File: src/rtl/multicycle_control_unit_pkg.sv
// Shared types and encodings for the multicycle MIPS control unit:
// the FSM state enum, ALU operation classes, opcode/funct values and alucontrol codes.
package mctrl_pkg;

  typedef enum logic [3:0] {
    S_FETCH, S_DECODE, S_MEMADR, S_MEMRD, S_MEMWB, S_MEMWR, S_EXECUTE,
    S_ALUWB, S_BRANCH, S_ADDIEX, S_ADDIWB, S_JUMP, S_ILLEGAL
  } state_t;

  // ADD is the all-zero code so states that leave aluop alone default to add
  typedef enum logic [1:0] {
    ALUOP_ADD   = 2'b00,
    ALUOP_SUB   = 2'b01,
    ALUOP_FUNCT = 2'b10
  } aluop_t;

  localparam logic [5:0] OP_RTYPE = 6'b000000;
  localparam logic [5:0] OP_LW    = 6'b100011;
  localparam logic [5:0] OP_SW    = 6'b101011;
  localparam logic [5:0] OP_BEQ   = 6'b000100;
  localparam logic [5:0] OP_BNE   = 6'b000101;
  localparam logic [5:0] OP_ADDI  = 6'b001000;
  localparam logic [5:0] OP_J     = 6'b000010;

  localparam logic [5:0] F_ADD = 6'b100000;
  localparam logic [5:0] F_SUB = 6'b100010;
  localparam logic [5:0] F_AND = 6'b100100;
  localparam logic [5:0] F_OR  = 6'b100101;
  localparam logic [5:0] F_SLT = 6'b101010;

  localparam logic [2:0] ALUC_ADD = 3'b010;
  localparam logic [2:0] ALUC_SUB = 3'b110;
  localparam logic [2:0] ALUC_AND = 3'b000;
  localparam logic [2:0] ALUC_OR  = 3'b001;
  localparam logic [2:0] ALUC_SLT = 3'b111;

endpackage

File: src/rtl/multicycle_control_unit_if.sv
// Instruction-field inputs and datapath control outputs of the multicycle controller.
// master = controller side, slave = datapath side.
interface multicycle_control_unit_if #(
  parameter int ALUCTRL_W = 3
);
  logic [5:0]           op;
  logic [5:0]           funct;
  logic                 zero;
  logic                 pcen;
  logic                 iord;
  logic                 memwrite;
  logic                 irwrite;
  logic                 regdst;
  logic                 memtoreg;
  logic                 regwrite;
  logic                 alusrca;
  logic [1:0]           alusrcb;
  logic [1:0]           pcsrc;
  logic [ALUCTRL_W-1:0] alucontrol;
  logic                 instr_done;
  logic                 illegal;

  modport master (
    input  op, funct, zero,
    output pcen, iord, memwrite, irwrite, regdst, memtoreg, regwrite,
           alusrca, alusrcb, pcsrc, alucontrol, instr_done, illegal
  );

  modport slave (
    output op, funct, zero,
    input  pcen, iord, memwrite, irwrite, regdst, memtoreg, regwrite,
           alusrca, alusrcb, pcsrc, alucontrol, instr_done, illegal
  );
endinterface

File: src/rtl/multicycle_control_unit_alu_decode.sv
// Combinational ALU decoder: aluop class plus funct field -> alucontrol code,
// and funct_ok telling DECODE whether an R-type funct is supported.
module alu_decode
  import mctrl_pkg::*;
#(
  parameter int ALUCTRL_W = 3
) (
  input  aluop_t               aluop,
  input  logic [5:0]           funct,
  output logic [ALUCTRL_W-1:0] alucontrol,
  output logic                 funct_ok
);

  logic [2:0] funct_ctrl;
  logic [2:0] ctrl;

  always_comb begin
    funct_ctrl = ALUC_ADD;
    funct_ok   = 1'b1;
    case (funct)
      F_ADD:   funct_ctrl = ALUC_ADD;
      F_SUB:   funct_ctrl = ALUC_SUB;
      F_AND:   funct_ctrl = ALUC_AND;
      F_OR:    funct_ctrl = ALUC_OR;
      F_SLT:   funct_ctrl = ALUC_SLT;
      default: funct_ok   = 1'b0;
    endcase
  end

  always_comb begin
    ctrl = ALUC_ADD;
    case (aluop)
      ALUOP_SUB:   ctrl = ALUC_SUB;
      ALUOP_FUNCT: ctrl = funct_ctrl;
      default:     ctrl = ALUC_ADD;
    endcase
  end

  assign alucontrol = ALUCTRL_W'(ctrl);

endmodule

File: src/rtl/multicycle_control_unit.sv
// Multicycle MIPS control FSM with MEM_LATENCY-cycle memory states and a sticky ILLEGAL trap.
// Optional feature: define MCTRL_BNE_EN to decode bne (opcode 000101) as an inverted-sense branch.
module multicycle_control_unit
  import mctrl_pkg::*;
#(
  parameter int MEM_LATENCY = 1,
  parameter int ALUCTRL_W   = 3
) (
  input logic                     clk,
  input logic                     reset_n,
  multicycle_control_unit_if.master bus
);

  localparam int             CW       = $clog2(MEM_LATENCY + 1);
  localparam logic [CW-1:0]  CNT_LAST = CW'(MEM_LATENCY - 1);

  state_t        state, state_nxt;
  logic [CW-1:0] cnt, cnt_nxt;
  logic          store_q, store_nxt;
  logic          last_wait;
  logic          funct_ok;
  aluop_t        aluop;
  logic          pcwrite, branch, take_branch;
  logic          irwrite_c, regwrite_c, memwrite_c, done_c;
`ifdef MCTRL_BNE_EN
  logic          bne_q, bne_nxt;
`endif

  always_ff @(posedge clk or negedge reset_n) begin
    if (!reset_n) begin
      state   <= S_FETCH;
      cnt     <= '0;
      store_q <= 1'b0;
`ifdef MCTRL_BNE_EN
      bne_q   <= 1'b0;
`endif
    end else begin
      state   <= state_nxt;
      cnt     <= cnt_nxt;
      store_q <= store_nxt;
`ifdef MCTRL_BNE_EN
      bne_q   <= bne_nxt;
`endif
    end
  end

  assign last_wait = (cnt == CNT_LAST);

  always_comb begin
    state_nxt    = state;
    cnt_nxt      = '0;
    store_nxt    = store_q;
`ifdef MCTRL_BNE_EN
    bne_nxt      = bne_q;
`endif
    aluop        = ALUOP_ADD;
    pcwrite      = 1'b0;
    branch       = 1'b0;
    irwrite_c    = 1'b0;
    regwrite_c   = 1'b0;
    memwrite_c   = 1'b0;
    done_c       = 1'b0;
    bus.iord     = 1'b0;
    bus.regdst   = 1'b0;
    bus.memtoreg = 1'b0;
    bus.alusrca  = 1'b0;
    bus.alusrcb  = 2'b00;
    bus.pcsrc    = 2'b00;
    bus.illegal  = 1'b0;
    case (state)
      S_FETCH: begin
        bus.alusrcb = 2'b01;
        if (last_wait) begin
          irwrite_c = 1'b1;
          pcwrite   = 1'b1;
          state_nxt = S_DECODE;
        end else begin
          cnt_nxt = cnt + CW'(1);
        end
      end
      S_DECODE: begin
        bus.alusrcb = 2'b11;
        store_nxt   = (bus.op == OP_SW);
`ifdef MCTRL_BNE_EN
        bne_nxt     = 1'b0;
`endif
        case (bus.op)
          OP_LW, OP_SW: state_nxt = S_MEMADR;
          OP_RTYPE:     state_nxt = funct_ok ? S_EXECUTE : S_ILLEGAL;
          OP_BEQ:       state_nxt = S_BRANCH;
`ifdef MCTRL_BNE_EN
          OP_BNE: begin
            state_nxt = S_BRANCH;
            bne_nxt   = 1'b1;
          end
`endif
          OP_ADDI:      state_nxt = S_ADDIEX;
          OP_J:         state_nxt = S_JUMP;
          default:      state_nxt = S_ILLEGAL;
        endcase
      end
      S_MEMADR: begin
        bus.alusrca = 1'b1;
        bus.alusrcb = 2'b10;
        state_nxt   = store_q ? S_MEMWR : S_MEMRD;
      end
      S_MEMRD: begin
        bus.iord = 1'b1;
        if (last_wait) state_nxt = S_MEMWB;
        else           cnt_nxt   = cnt + CW'(1);
      end
      S_MEMWB: begin
        bus.memtoreg = 1'b1;
        regwrite_c   = 1'b1;
        done_c       = 1'b1;
        state_nxt    = S_FETCH;
      end
      S_MEMWR: begin
        bus.iord = 1'b1;
        if (last_wait) begin
          memwrite_c = 1'b1;
          done_c     = 1'b1;
          state_nxt  = S_FETCH;
        end else begin
          cnt_nxt = cnt + CW'(1);
        end
      end
      S_EXECUTE: begin
        bus.alusrca = 1'b1;
        aluop       = ALUOP_FUNCT;
        state_nxt   = S_ALUWB;
      end
      S_ALUWB: begin
        bus.regdst = 1'b1;
        regwrite_c = 1'b1;
        done_c     = 1'b1;
        state_nxt  = S_FETCH;
      end
      S_BRANCH: begin
        bus.alusrca = 1'b1;
        aluop       = ALUOP_SUB;
        bus.pcsrc   = 2'b01;
        branch      = 1'b1;
        done_c      = 1'b1;
        state_nxt   = S_FETCH;
      end
      S_ADDIEX: begin
        bus.alusrca = 1'b1;
        bus.alusrcb = 2'b10;
        state_nxt   = S_ADDIWB;
      end
      S_ADDIWB: begin
        regwrite_c = 1'b1;
        done_c     = 1'b1;
        state_nxt  = S_FETCH;
      end
      S_JUMP: begin
        bus.pcsrc = 2'b10;
        pcwrite   = 1'b1;
        done_c    = 1'b1;
        state_nxt = S_FETCH;
      end
      S_ILLEGAL: bus.illegal = 1'b1;
      default:   state_nxt   = S_FETCH;
    endcase
  end

  alu_decode #(.ALUCTRL_W(ALUCTRL_W)) u_alu_decode (
    .aluop      (aluop),
    .funct      (bus.funct),
    .alucontrol (bus.alucontrol),
    .funct_ok   (funct_ok)
  );

`ifdef MCTRL_BNE_EN
  assign take_branch = branch & (bus.zero ^ bne_q);
`else
  assign take_branch = branch & bus.zero;
`endif

  // Write enables are gated by reset_n so nothing writes while reset is held
  assign bus.pcen       = reset_n & (pcwrite | take_branch);
  assign bus.irwrite    = reset_n & irwrite_c;
  assign bus.regwrite   = reset_n & regwrite_c;
  assign bus.memwrite   = reset_n & memwrite_c;
  assign bus.instr_done = reset_n & done_c;

endmodule

File: src/flat_wrapper.sv
// flat-port wrapper written by rule: the top's interface ports become plain ports
module multicycle_control_unit_flat import mctrl_pkg::*;
#(
  parameter int MEM_LATENCY = 1,
  parameter int ALUCTRL_W   = 3
)
  (clk, reset_n, bus_op, bus_funct, bus_zero, bus_pcen, bus_iord, bus_memwrite, bus_irwrite, bus_regdst, bus_memtoreg, bus_regwrite, bus_alusrca, bus_alusrcb, bus_pcsrc, bus_alucontrol, bus_instr_done, bus_illegal);
  multicycle_control_unit_if #(.ALUCTRL_W(ALUCTRL_W)) bus_i ();
  input logic clk;
  input logic reset_n;
  input wire logic [$bits(bus_i.op)-1:0] bus_op;
  input wire logic [$bits(bus_i.funct)-1:0] bus_funct;
  input wire logic [$bits(bus_i.zero)-1:0] bus_zero;
  output wire logic [$bits(bus_i.pcen)-1:0] bus_pcen;
  output wire logic [$bits(bus_i.iord)-1:0] bus_iord;
  output wire logic [$bits(bus_i.memwrite)-1:0] bus_memwrite;
  output wire logic [$bits(bus_i.irwrite)-1:0] bus_irwrite;
  output wire logic [$bits(bus_i.regdst)-1:0] bus_regdst;
  output wire logic [$bits(bus_i.memtoreg)-1:0] bus_memtoreg;
  output wire logic [$bits(bus_i.regwrite)-1:0] bus_regwrite;
  output wire logic [$bits(bus_i.alusrca)-1:0] bus_alusrca;
  output wire logic [$bits(bus_i.alusrcb)-1:0] bus_alusrcb;
  output wire logic [$bits(bus_i.pcsrc)-1:0] bus_pcsrc;
  output wire logic [$bits(bus_i.alucontrol)-1:0] bus_alucontrol;
  output wire logic [$bits(bus_i.instr_done)-1:0] bus_instr_done;
  output wire logic [$bits(bus_i.illegal)-1:0] bus_illegal;
  assign bus_i.op = bus_op;
  assign bus_i.funct = bus_funct;
  assign bus_i.zero = bus_zero;
  assign bus_pcen = bus_i.pcen;
  assign bus_iord = bus_i.iord;
  assign bus_memwrite = bus_i.memwrite;
  assign bus_irwrite = bus_i.irwrite;
  assign bus_regdst = bus_i.regdst;
  assign bus_memtoreg = bus_i.memtoreg;
  assign bus_regwrite = bus_i.regwrite;
  assign bus_alusrca = bus_i.alusrca;
  assign bus_alusrcb = bus_i.alusrcb;
  assign bus_pcsrc = bus_i.pcsrc;
  assign bus_alucontrol = bus_i.alucontrol;
  assign bus_instr_done = bus_i.instr_done;
  assign bus_illegal = bus_i.illegal;
  multicycle_control_unit #(.MEM_LATENCY(MEM_LATENCY), .ALUCTRL_W(ALUCTRL_W)) u_core (.clk(clk), .reset_n(reset_n), .bus(bus_i));
endmodule
File: config.mk
export PLATFORM = sky130hd
export DESIGN_NAME = multicycle_control_unit_flat
export DESIGN_NICKNAME = d
export VERILOG_FILES = /design/src/rtl/multicycle_control_unit_pkg.sv /design/src/rtl/multicycle_control_unit_if.sv /design/src/rtl/multicycle_control_unit_alu_decode.sv /design/src/rtl/multicycle_control_unit.sv /design/src/flat_wrapper.sv
export SDC_FILE = /design/constraint.sdc
export NUM_CORES = 1
export LEC_CHECK = 0
export CAP_MARGIN = 10
export CORE_MARGIN = 3
export CORE_UTILIZATION = 41
export DETAILED_ROUTE_END_ITERATION = 8
export PLACE_DENSITY = 0.79
export SYNTH_ARGS = -nofsm -noshare
export SYNTH_HDL_FRONTEND = slang
export SYNTH_HIERARCHICAL = 1
export SYNTH_SLANG_ARGS = --single-unit
File: constraint.sdc
create_clock -name clk -period 2.5 [get_ports clk]
set_clock_uncertainty 0.15 [all_clocks]
set_input_delay 0.5 -clock clk [delete_from_list [all_inputs] [get_ports clk]]
set_output_delay 0.5 -clock clk [all_outputs]
set_load 0.02 [all_outputs]
== Word-level counts from Yosys, hierarchy flattened ==
Index checks and enable logic that the tools add are counted.

* Bits of input ports: 15
* Flip-flop bits (word level): 6

* Reduce and logical (&&, ||, !) cells: 11
* Bitwise operators: 8
* Muxes and demuxes: 27
* Eq/ne operators: 27
* Add/subtract/negate cells: 1

{| class="wikitable"
|+ Operator list
! operator !! number
|-
| $eq A6 B6 Y1 const B || 7
|-
| $pmux W4 S8 || 1
|-
| $eq A4 B4 Y1 const B || 5
|-
| $pmux W4 S5 || 1
|-
| $eq A4 B3 Y1 const B || 4
|-
| $mux W4 || 4
|-
| $mux W1 || 13
|-
| $pmux W3 S4 || 1
|-
| $reduce_or A5 Y1 || 2
|-
| $eq A4 B2 Y1 const B || 2
|-
| $pmux W2 S2 || 2
|-
| $and A1 B1 Y1 || 6
|-
| $eq A6 B2 Y1 const B || 1
|-
| $eq A6 B3 Y1 const B || 1
|-
| $eq A6 B4 Y1 const B || 1
|-
| $logic_not A6 Y1 || 1
|-
| $ne A2 B2 Y1 const B || 3
|-
| $pmux W2 S3 || 1
|-
| $pmux W3 S2 || 1
|-
| $reduce_or A2 Y1 || 3
|-
| $reduce_or A3 Y1 || 2
|-
| $eq A4 B1 Y1 const B || 1
|-
| $logic_not A4 Y1 || 1
|-
| $pmux W1 S2 || 2
|-
| 8 further kinds || 8
|}

== Logic depth before layout (Yosys ltp) ==
* Depth in word-level cells: 6
* Gate-level depth with buffers: 7
* Mapped depth without buffers: 6

== Hierarchy ==
Netlist, hierarchy kept.

{| class="wikitable"
|+ Modules (own cells, without submodules)
! module !! cells each !! area an instance (sq um) !! sequential area each (sq um) !! instances
|-
| multicycle_control_unit || 74 || 556.8 || 125.1 || 1
|-
| alu_decode || 18 || 167.7 || 0.0 || 1
|}

== Least setup slack after synthesis ==
OpenSTA, ideal clock, no wires.

* Path kind: register to output
* From: register u_core.state[2]
* To: output bus_alucontrol[0]
* Setup slack: -0.133 ns
* Cell stages (with the launch flop): 8
* Data arrival time: 1.983 ns
* Cells stage by stage: dfrtp_1 -> buf_2 -> nand2b_1 -> nor3_1 -> inv_1 -> ha_1 -> nand4bb_1 -> a21oi_1

* Longest elaborated chain between the ends: 4
* Elaborated cells on any way between the ends: 6

{| class="wikitable"
|+ Ends and longest elaborated chain
! what !! line !! text
|-
| from (decl) || multicycle_control_unit.sv:17 || <nowiki>state_t state, state_nxt;</nowiki>
|-
| from (signal assigned) || multicycle_control_unit.sv:38 || <nowiki>state <= state_nxt;</nowiki>
|-
| $eq A4 B4 Y1 or $eq A4 B3 Y1 (tied branches) || multicycle_control_unit.sv:70 || <nowiki>case (state)</nowiki>
|-
| $pmux W2 S2 * || multicycle_control_unit.sv:70 ||
|-
| via u_core.aluop[0] || multicycle_control_unit.sv:22 || <nowiki>aluop_t aluop;</nowiki>
|-
| $eq A2 B2 Y1 or $eq A2 B1 Y1 (tied branches) || multicycle_control_unit_alu_decode.sv:32 || <nowiki>case (aluop)</nowiki>
|-
| $pmux W3 S2 * || multicycle_control_unit_alu_decode.sv:32 ||
|-
| to (decl) || flat_wrapper.sv:24 || <nowiki>output wire logic [$bits(bus_i.alucontrol)-1:0] bus_alucontrol;</nowiki>
|}

The timed path passes the listed nets; every way through them passes the cells marked *.

== Final worst setup path ==
* From: register u_core.state[0]
* To: output bus_alucontrol[1]

The elaborated chain is that of the path after synthesis.

==> run_results.csv <==
group,metric,value,unit
run_status,status,"finished with violations",
run_status,violations,"negative setup slack",
grt,antenna_found_initial,0,
layout,fin_area,1290,sq um
hold_path,min_delay_path_depth,1,
worst_setup_path,critPathLaunchType,"flop",
detailed_routing,vias,917,
power,power_frac_seq,12.8,%
layout,fin_util,81.7,%
place,dp.cells,152,
hold_path,hp-class,"reg2reg",
yosys,syn-cell-area,724,sq um
yosys,yosys.cell_count.top_type,"nor3_1",
sta,grt_setup_unrepaired,"true",
sta,timing.final.crit_share,102,%
sta,drv_slew,0,
floorplan,fp-row-count,14,
layout,syn_to_final_growth,77.9,%
power,p_leak,0.624,nW
worst_setup_path,rr_worst_depth,4,
power,swShare,46.6,%
yosys,synthCells,92,
detailed_routing,dr.pass1.iters,4,
place,gp_congestion,0.890,
worst_setup_path,critical_path_class,"reg2out",
clock_network,cts_buffer_depth,2,
yosys,yosysTopAreaCell,"dfrtp_1",
detailed_routing,ant_nets,0,
grt,grt_pass1_vias,837,
power,p_total,1.13,mW
worst_setup_path,cp_max_fo,3,
yosys,async_flop_share,100,%
power,ir_worst_vdd,0.485,mV
clock_network,clock_sink_count,5,
detailed_routing,wl,2390,um
sta,setup_viol,1,
place,hpwlAfterDp,1670,um
worst_setup_path,arrival,1.90,ns
power,clockPowerShare,8.1,%
sta,max_slew.worst_pin.slew,0.464,ns
floorplan,die_y,48.0,um
power,combPwrFrac,79.1,%
clock_network,cts-root-buf,"clkbuf_4",
place,place_area,1170,sq um
yosys,yosysUniqueCellTypes,39,
sta,fin_ws,-0.0530,ns
floorplan,design.core.area,1580,sq um
power,power.density,877,nW/um^2
detailed_routing,first_iter_violations,33,
floorplan,die-area,2310,sq um
detailed_routing,wire_per_inst,15.1,um
place,port_buffers,31,
floorplan,initial_core_util,46.0,%
worst_setup_path,crit_required,1.85,ns
yosys,ys_ff_latch,5,
power,p_sw,527,uW
layout,fin_cells,159,
detailed_routing,drcViolationCount,0,
power,p_int,604,uW
yosys,netlist.area_leader.share,17.3,%
layout,nNetsFinal,161,
grt,grt_max_degree,14,
layout,drive_gt1_share,31.5,%
yosys,synthFlopType,"dfrtp_1",
clock_network,tritoncts,"done",
sta,max_freq,0.392,GHz
yosys,netlist_top_cells_count,"nor3_1, nor2_1, inv_1",
floorplan,die_x,48.0,um
clock_network,htree_levels,1,
yosys,ys_seq_area_share,17.3,%
sta,fin_crit,2.55,ns
floorplan,ios,32,
detailed_routing,via_per_inst,5.77,
yosys,syn_nets,109,
grt,overflow,0,
clock_network,cts_buffers,3,
clock_network,clk_pin_slew,0.04,ns
grt,grt_usage,20.2,%
layout,diodes,0,
grt,grt_pass1_wl,3350,um
worst_setup_path,crit_path_end_kind,"output pin",
layout,num-fill-cells,107,
run,max-cap-violations,0,
yosys,synth_area_leaders,"dfrtp_1, nor3_1, xor2_1",
sta,timing_hold_violations_final,0,
yosys,postSynthAreaPerCell,7.87,sq um
clock_network,clk_latency,0.24,ns
yosys,yosysWarnings,6,
yosys,synth_edf_count,0,
sta,maxSlewHeadroom,68.6,%
cells in the final DEF (no fill, tap or decap), types with 3 or more instances in the layout:
cell type and n:
o21ai_0 3, and3_1 4, dlymetal6s2s_1 3, inv_1 6, xor2_1 4, dfrtp_1 4
dlygate4sd2_1 7, clkdlybuf4s50_1 18, nand3_1 3, nor3_1 8, nor2_1 7, nor2b_1 4
nand2b_1 3, clkbuf_4 3, buf_4 23
through the flow:
stage / TNS, ns / setup WS [ns] / hold WS [ns]
4_1_cts: -0.0833 / -0.0833 / 0.401
2_1_floorplan: 0 / 0.0497 / 0.0544
3_5_place_dp: -0.858 / -0.259 / 0.388
6_report: -0.0530 / -0.0530 / 0.404
5_1_grt: -0.248 / -0.147 / 0.412
3_3_place_gp: -0.606 / -0.202 / 0.378
metal layers:
layer / GRT usage (%) / vias to the layer above / wire (um)
met4: 4.84 / 0 / 0
li1: - / 443 / -
met2: 40.6 / 47 / 1280
met1: 22.3 / 427 / 957
met5: 0 / - / 0
met3: 1.13 / 0 / 156
what timing repair did:
item	in CTS	in global routing
resized for setup	29	9
pin swaps	2	5
hold buffers	0	0
buffers inserted	1	2
setup endpoints to repair	9	7
power by group through the flow:
stage | registers (mW) | logic [mW] | clock network (mW)
after global routing | 0.149 | 0.952 | 0.100
after detailed placement | 0.132 | 0.811 | 0
after global placement | 0.131 | 0.798 | 0
after CTS | 0.141 | 0.840 | 0.0955
final | 0.144 | 0.894 | 0.0920
after floorplan | 0.131 | 0.482 | 0
final timing paths:
check | from | endpoint | slack [ns]
worst min-delay path | u_core/store_q | u_core/store_q | 0.40
max in group asynchronous | reset_n | u_core/state[1] | 1.56
worst min register to register | u_core/store_q | u_core/store_q | 0.40
min in group asynchronous | reset_n | u_core/state[2] | 0.43
worst max register to register | u_core/state[3] | u_core/store_q | 0.80
worst max-delay path | u_core/state[0] | bus_alucontrol[1] | -0.05
flip-flops by register name, summed over array words and instances, names as in the netlist:
signal	flops
u_core/store_q	1
u_core/state	4
worst max-delay path, stage by stage, from the launching register on:
cell	delay, ns
dfrtp_1	0.41
or2b_1	0.26
nor2_2	0.18
ha_4	0.24
buf_4	0.15
nor3_2	0.20
a21oi_2	0.05
buf_4	0.17
logic make-up (layout without fill, tap and decap cells):
| kind of cell | count (synthesis) | in the layout | synth area share (%) |
|---|---|---|---|
| compound gates | 20 | 20 | 21.2 |
| buf+inv | 13 | 64 | 8.81 |
| xor+xnor | 4 | 4 | 4.84 |
| flops | 5 | 5 | 17.3 |
| mux | 1 | 1 | 2.07 |
| fa+ha+maj | 2 | 2 | 3.45 |
| simple gates | 47 | 47 | 42.3 |
layout make-up:
class | count | area [sq um] | share of cell area [%]
multi-input combinational | 74 | 622 | 48.3
inverter | 7 | 26.3 | 2.04
sequential | 5 | 126 | 9.81
tap | 16 | 20.0 | 1.55
clock buffer | 4 | 26.3 | 2.04
timing repair buffer | 53 | 468 | 36.3
Power figures use the tool's default switching activity.
